--- src/rtl/digit_entry.sv ---
// Keypad digit capture: synchronizes loadn/D, debounces, shifts BCD digits left on accept.
// Latency: strobe in the cycle after edge E0+2+DEBOUNCE_CYCLES; no backpressure, one digit per held key.
module digit_entry #(
  parameter int unsigned DEBOUNCE_CYCLES = 4
) (
  input  logic       clk,
  input  logic       resetn,
  input  logic [3:0] D,
  input  logic       loadn,
  input  logic       lockn,
  input  logic       clearn,
  output logic [3:0] sec_ones,
  output logic [3:0] sec_tens,
  output logic [3:0] minutes,
  output logic       digit_strobe,
  output logic       nonzero
);

  localparam logic [1:0] IDLE         = 2'd0;
  localparam logic [1:0] DEBOUNCE     = 2'd1;
  localparam logic [1:0] WAIT_RELEASE = 2'd2;

  localparam logic [7:0] CNT_LAST = 8'(DEBOUNCE_CYCLES - 1);

  logic       loadn_m, loadn_s;
  logic [3:0] d_m, d_s;
  logic [1:0] state;
  logic [7:0] cnt;

  // Synchronizers reset to the idle key code so a key held through reset is seen as a fresh press.
  always_ff @(posedge clk or negedge resetn) begin
    if (!resetn) begin
      loadn_m <= 1'b1;
      loadn_s <= 1'b1;
      d_m     <= 4'hF;
      d_s     <= 4'hF;
    end else begin
      loadn_m <= loadn;
      loadn_s <= loadn_m;
      d_m     <= D;
      d_s     <= d_m;
    end
  end

  always_ff @(posedge clk or negedge resetn) begin
    if (!resetn) begin
      state        <= IDLE;
      cnt          <= 8'd0;
      sec_ones     <= 4'd0;
      sec_tens     <= 4'd0;
      minutes      <= 4'd0;
      digit_strobe <= 1'b0;
    end else begin
      digit_strobe <= 1'b0;
      if (!clearn) begin
        sec_ones <= 4'd0;
        sec_tens <= 4'd0;
        minutes  <= 4'd0;
        cnt      <= 8'd0;
        // A key still held during clear must be released before it can count.
        state    <= loadn_s ? IDLE : WAIT_RELEASE;
      end else begin
        case (state)
          IDLE: begin
            if (!loadn_s && !lockn) begin
              state <= DEBOUNCE;
              cnt   <= 8'd0;
            end
          end
          DEBOUNCE: begin
            if (loadn_s || lockn) begin
              state <= IDLE;
              cnt   <= 8'd0;
            end else if (cnt == CNT_LAST) begin
              state <= WAIT_RELEASE;
              cnt   <= 8'd0;
              if (d_s <= 4'd9) begin
                minutes      <= sec_tens;
                sec_tens     <= sec_ones;
                sec_ones     <= d_s;
                digit_strobe <= 1'b1;
              end
            end else begin
              cnt <= cnt + 8'd1;
            end
          end
          WAIT_RELEASE: begin
            if (loadn_s) state <= IDLE;
          end
          default: begin
            state <= IDLE;
            cnt   <= 8'd0;
          end
        endcase
      end
    end
  end

  assign nonzero = |{minutes, sec_tens, sec_ones};

endmodule
--- config.mk ---
export PLATFORM = sky130hd
export DESIGN_NAME = digit_entry
export DESIGN_NICKNAME = d
export VERILOG_FILES = /design/src/rtl/digit_entry.sv
export SDC_FILE = /design/constraint.sdc
export NUM_CORES = 1
export LEC_CHECK = 0
export ABC_AREA = 1
export BUFFER_PORTS_ARGS = -buffer_cell sky130_fd_sc_hd__buf_2
export CAP_MARGIN = 10
export CORE_ASPECT_RATIO = 0.7
export CORE_UTILIZATION = 58
export CTS_BUF_LIST = sky130_fd_sc_hd__clkbuf_8
export DETAILED_ROUTE_END_ITERATION = 8
export PLACE_DENSITY = 0.82
export SLEW_MARGIN = 10
export SYNTH_ARGS = -nofsm -noshare
export SYNTH_HDL_FRONTEND = slang
export SYNTH_SLANG_ARGS = --single-unit
--- constraint.sdc ---
create_clock -name clk -period 1.8 [get_ports clk]
set_input_delay 0.36 -clock clk [delete_from_list [all_inputs] [get_ports clk]]
set_output_delay 0.36 -clock clk [all_outputs]
set_load 0.01 [all_outputs]
==> qor.txt <==
outcome: completed
CP Class: reg -> out
main combinational cell family by area after synthesis: simple AND/OR/NAND/NOR gates
final hold vios: 0
CP cell instances: nor4_1, nand3_1, buf_2
maximum clock frequency: 601 MHz
IO Pins: 23
Worst Hold Class: in -> async
XOR/XNOR share of the synthesized area: 0
simple-gate share of the synthesized area: 0.376
share of cells above drive strength 1: 0.299
Num CTS Buffers: 5
Hold Buf Count CTS: 0
GRT overflow: 0
RSZ-0062 raised after global routing: false
worst-margin pin slew: 692 ps
antenna-violating nets left: 0
H-tree lvl count: 2
Ys Warns: 0
initial core utilization: 0.627
post-layout min period: 1670 ps
Chip Height: 45.8 um
post-synthesis sequential area ratio: 0.528
Pwr Total: 1.55 mW
PnR worst setup slack: 135 ps
Post-synth EDFFs: 0
Final setup viols: 0
synthesized instance count: 178
synthesized area per cell: 8.93 sq um
worst vdd ir: 0.000586 V
antenna violations before repair: 0
Compound-Gate Fraction of Synth Area: 0.00945
drt via density: 5.38
cts repair resizes: 0
Placement Rows: 15
setup TNS: 0 ps
post-layout net count: 213
placed cell area: 0.00171 sq mm
Post-synth top cells: nand2_1 (49), dfrtp_1 (23), inv_1 (18)
crit path launch type: flip-flop
Reg clk slew, reported paths: 70 ps
DRC violations left: 0
Final period util: 0.925
Critical Path RT: 1440 ps
worst-path fanout max: 4
Setup Buffers After CTS: 0
Skew-Pair Late Insertion Delay: 280 ps
Max Cap Violations: 0
Crit-path slowest cell: dfrtp_1
CTS tree: yes
top cells by area, synth: dfrtp_1 (36%), dfstp_2 (17%), nand2_1 (12%), nand3_2 (5.7%), nand4_1 (5.5%)
Detailed Route WL: 3030 um
Yosys top cell area share: 0.362
RD Place Congestion: 0.823
area of the mapped netlist: 0.00159 sq mm
Post-Layout Inst Area: 0.00182 sq mm
Mapped Nets: 188
Detail Placement HPWL: 2200 um
Die W: 64.6 um
CP Capture Type: output port
CP peak stage delay: 420 ps
Syn-to-layout area delta: 14.3%
vias in the first global route: 1,140
Total Routing Usage GR: 0.239
Clock Skew: 9.09 ps
Unique masters post-synth: 20
drt pass-1 iters: 5
# port buffers: 22
Longest Clk Path Bufs: 2
Ant. Diodes: 0
Yosys reg bits: 33
cell with the most instances after synthesis: nand2_1
CTS root buffer: clkbuf_8
core area: 0.00253 sq mm
mean routed wirelength per cell: 12.7 um
fraction of registers with async set/reset: 1.00
Place WS: 232 ps
Yosys top cell by area: dfrtp_1
die area: 0.00296 sq mm
P per Cell Area: 853 mW/mm^2
multiplexer share of the synthesized area: 0
Post-Synth Adder-Cell Area: 0.00787
LEAKAGE: 0.971 nW
Main synth FF type: dfrtp_1
Slew HR: 0.539
initial DRC count: 42
Max Slew Vio Count: 0
largest net degree at the start of global routing: 34
first-pass GRT wire length: 5110 um
signal arrival time at the worst endpoint: 1310 ps
vias: 1,280
Sink Count: 33
## where the power goes
part,internal [mW],switching (mW)
combinational,0.0316,0.0803
sequential,0.770,0.0151
clock,0.405,0.248
## final cells by class
class,instances,area (sq um)
inverter,19,71.3
sequential,33,838
multi-input combinational,119,624
timing repair buffer,25,133
clock inverter,3,38.8
tap,34,42.5
clock buffer,5,68.8
fill,190,717
## per-layer routing
metal  GRT usage  routed length, um  vias to the layer above
li1            -                  -                      623
met1       0.295               1330                      622
met2       0.413               1530                       33
met3      0.0700                157                        2
met4      0.0756                 11                        0
met5           0                  0                        -
## sequential cells by signal, summed over array words and instances, names as in the netlist
register	cells
sec_tens	4
d_m	4
d_s	4
loadn_s	1
sec_ones	4
loadn_m	1
state	2
cnt	8
digit_strobe	1
minutes	4
## worst max-delay path, delay by kind of cell (launching register included)
kind	cells	cell delay, ps
buf+inv	1	150
flops	1	420
simple gates	2	460
## logic make-up (layout without fill, tap and decap cells)
family / Yosys count / count (layout)
buffers and inverters: 26 / 52
flip-flops: 33 / 33
AO/OA/AOI/OAI: 3 / 3
adder cells (fa/ha/maj): 1 / 1
AND/OR/NAND/NOR: 115 / 115
## metrics by stage
step	hold slack (ps)	utilization	instances
3_3_place_gp	346	0.675	230
2_1_floorplan	64.4	-	178
6_report	128	0.717	238
3_5_place_dp	347	0.675	230
4_1_cts	157	0.717	238
5_1_grt	159	0.717	238
## path summary, 6_finish.rpt
kind / start / to / slack [ps] / depth (start not counted)
hold / removal: resetn / minutes[3] / 130 / 1
hold reg to reg: d_m[3] / d_s[3] / 360 / 0
max in group asynchronous: resetn / sec_ones[0] / 1230 / 1
min in group clk: D[3] / d_m[3] / 180 / 1
setup reg to reg: cnt[0] / cnt[6] / 240 / 6
setup / recovery: sec_ones[2] / nonzero / 130 / 3
## cell usage in the layout (no fill, tap or decap)
cell type,instances
bufinv_16,1
dfstp_2,10
nor2_1,16
o21ai_0,3
nand2_2,1
buf_2,22
inv_1,19
buf_4,3
inv_2,1
nand2_4,1
clkbuf_8,5
nand3_1,14
nor4_1,3
nor3_1,1
ha_1,1
nand2_1,49
nand3_2,9
nor2_4,4
dfrtp_1,23
nand4_1,14
nor2_2,3
clkinv_2,1
(Power assumes the default switching activity.)
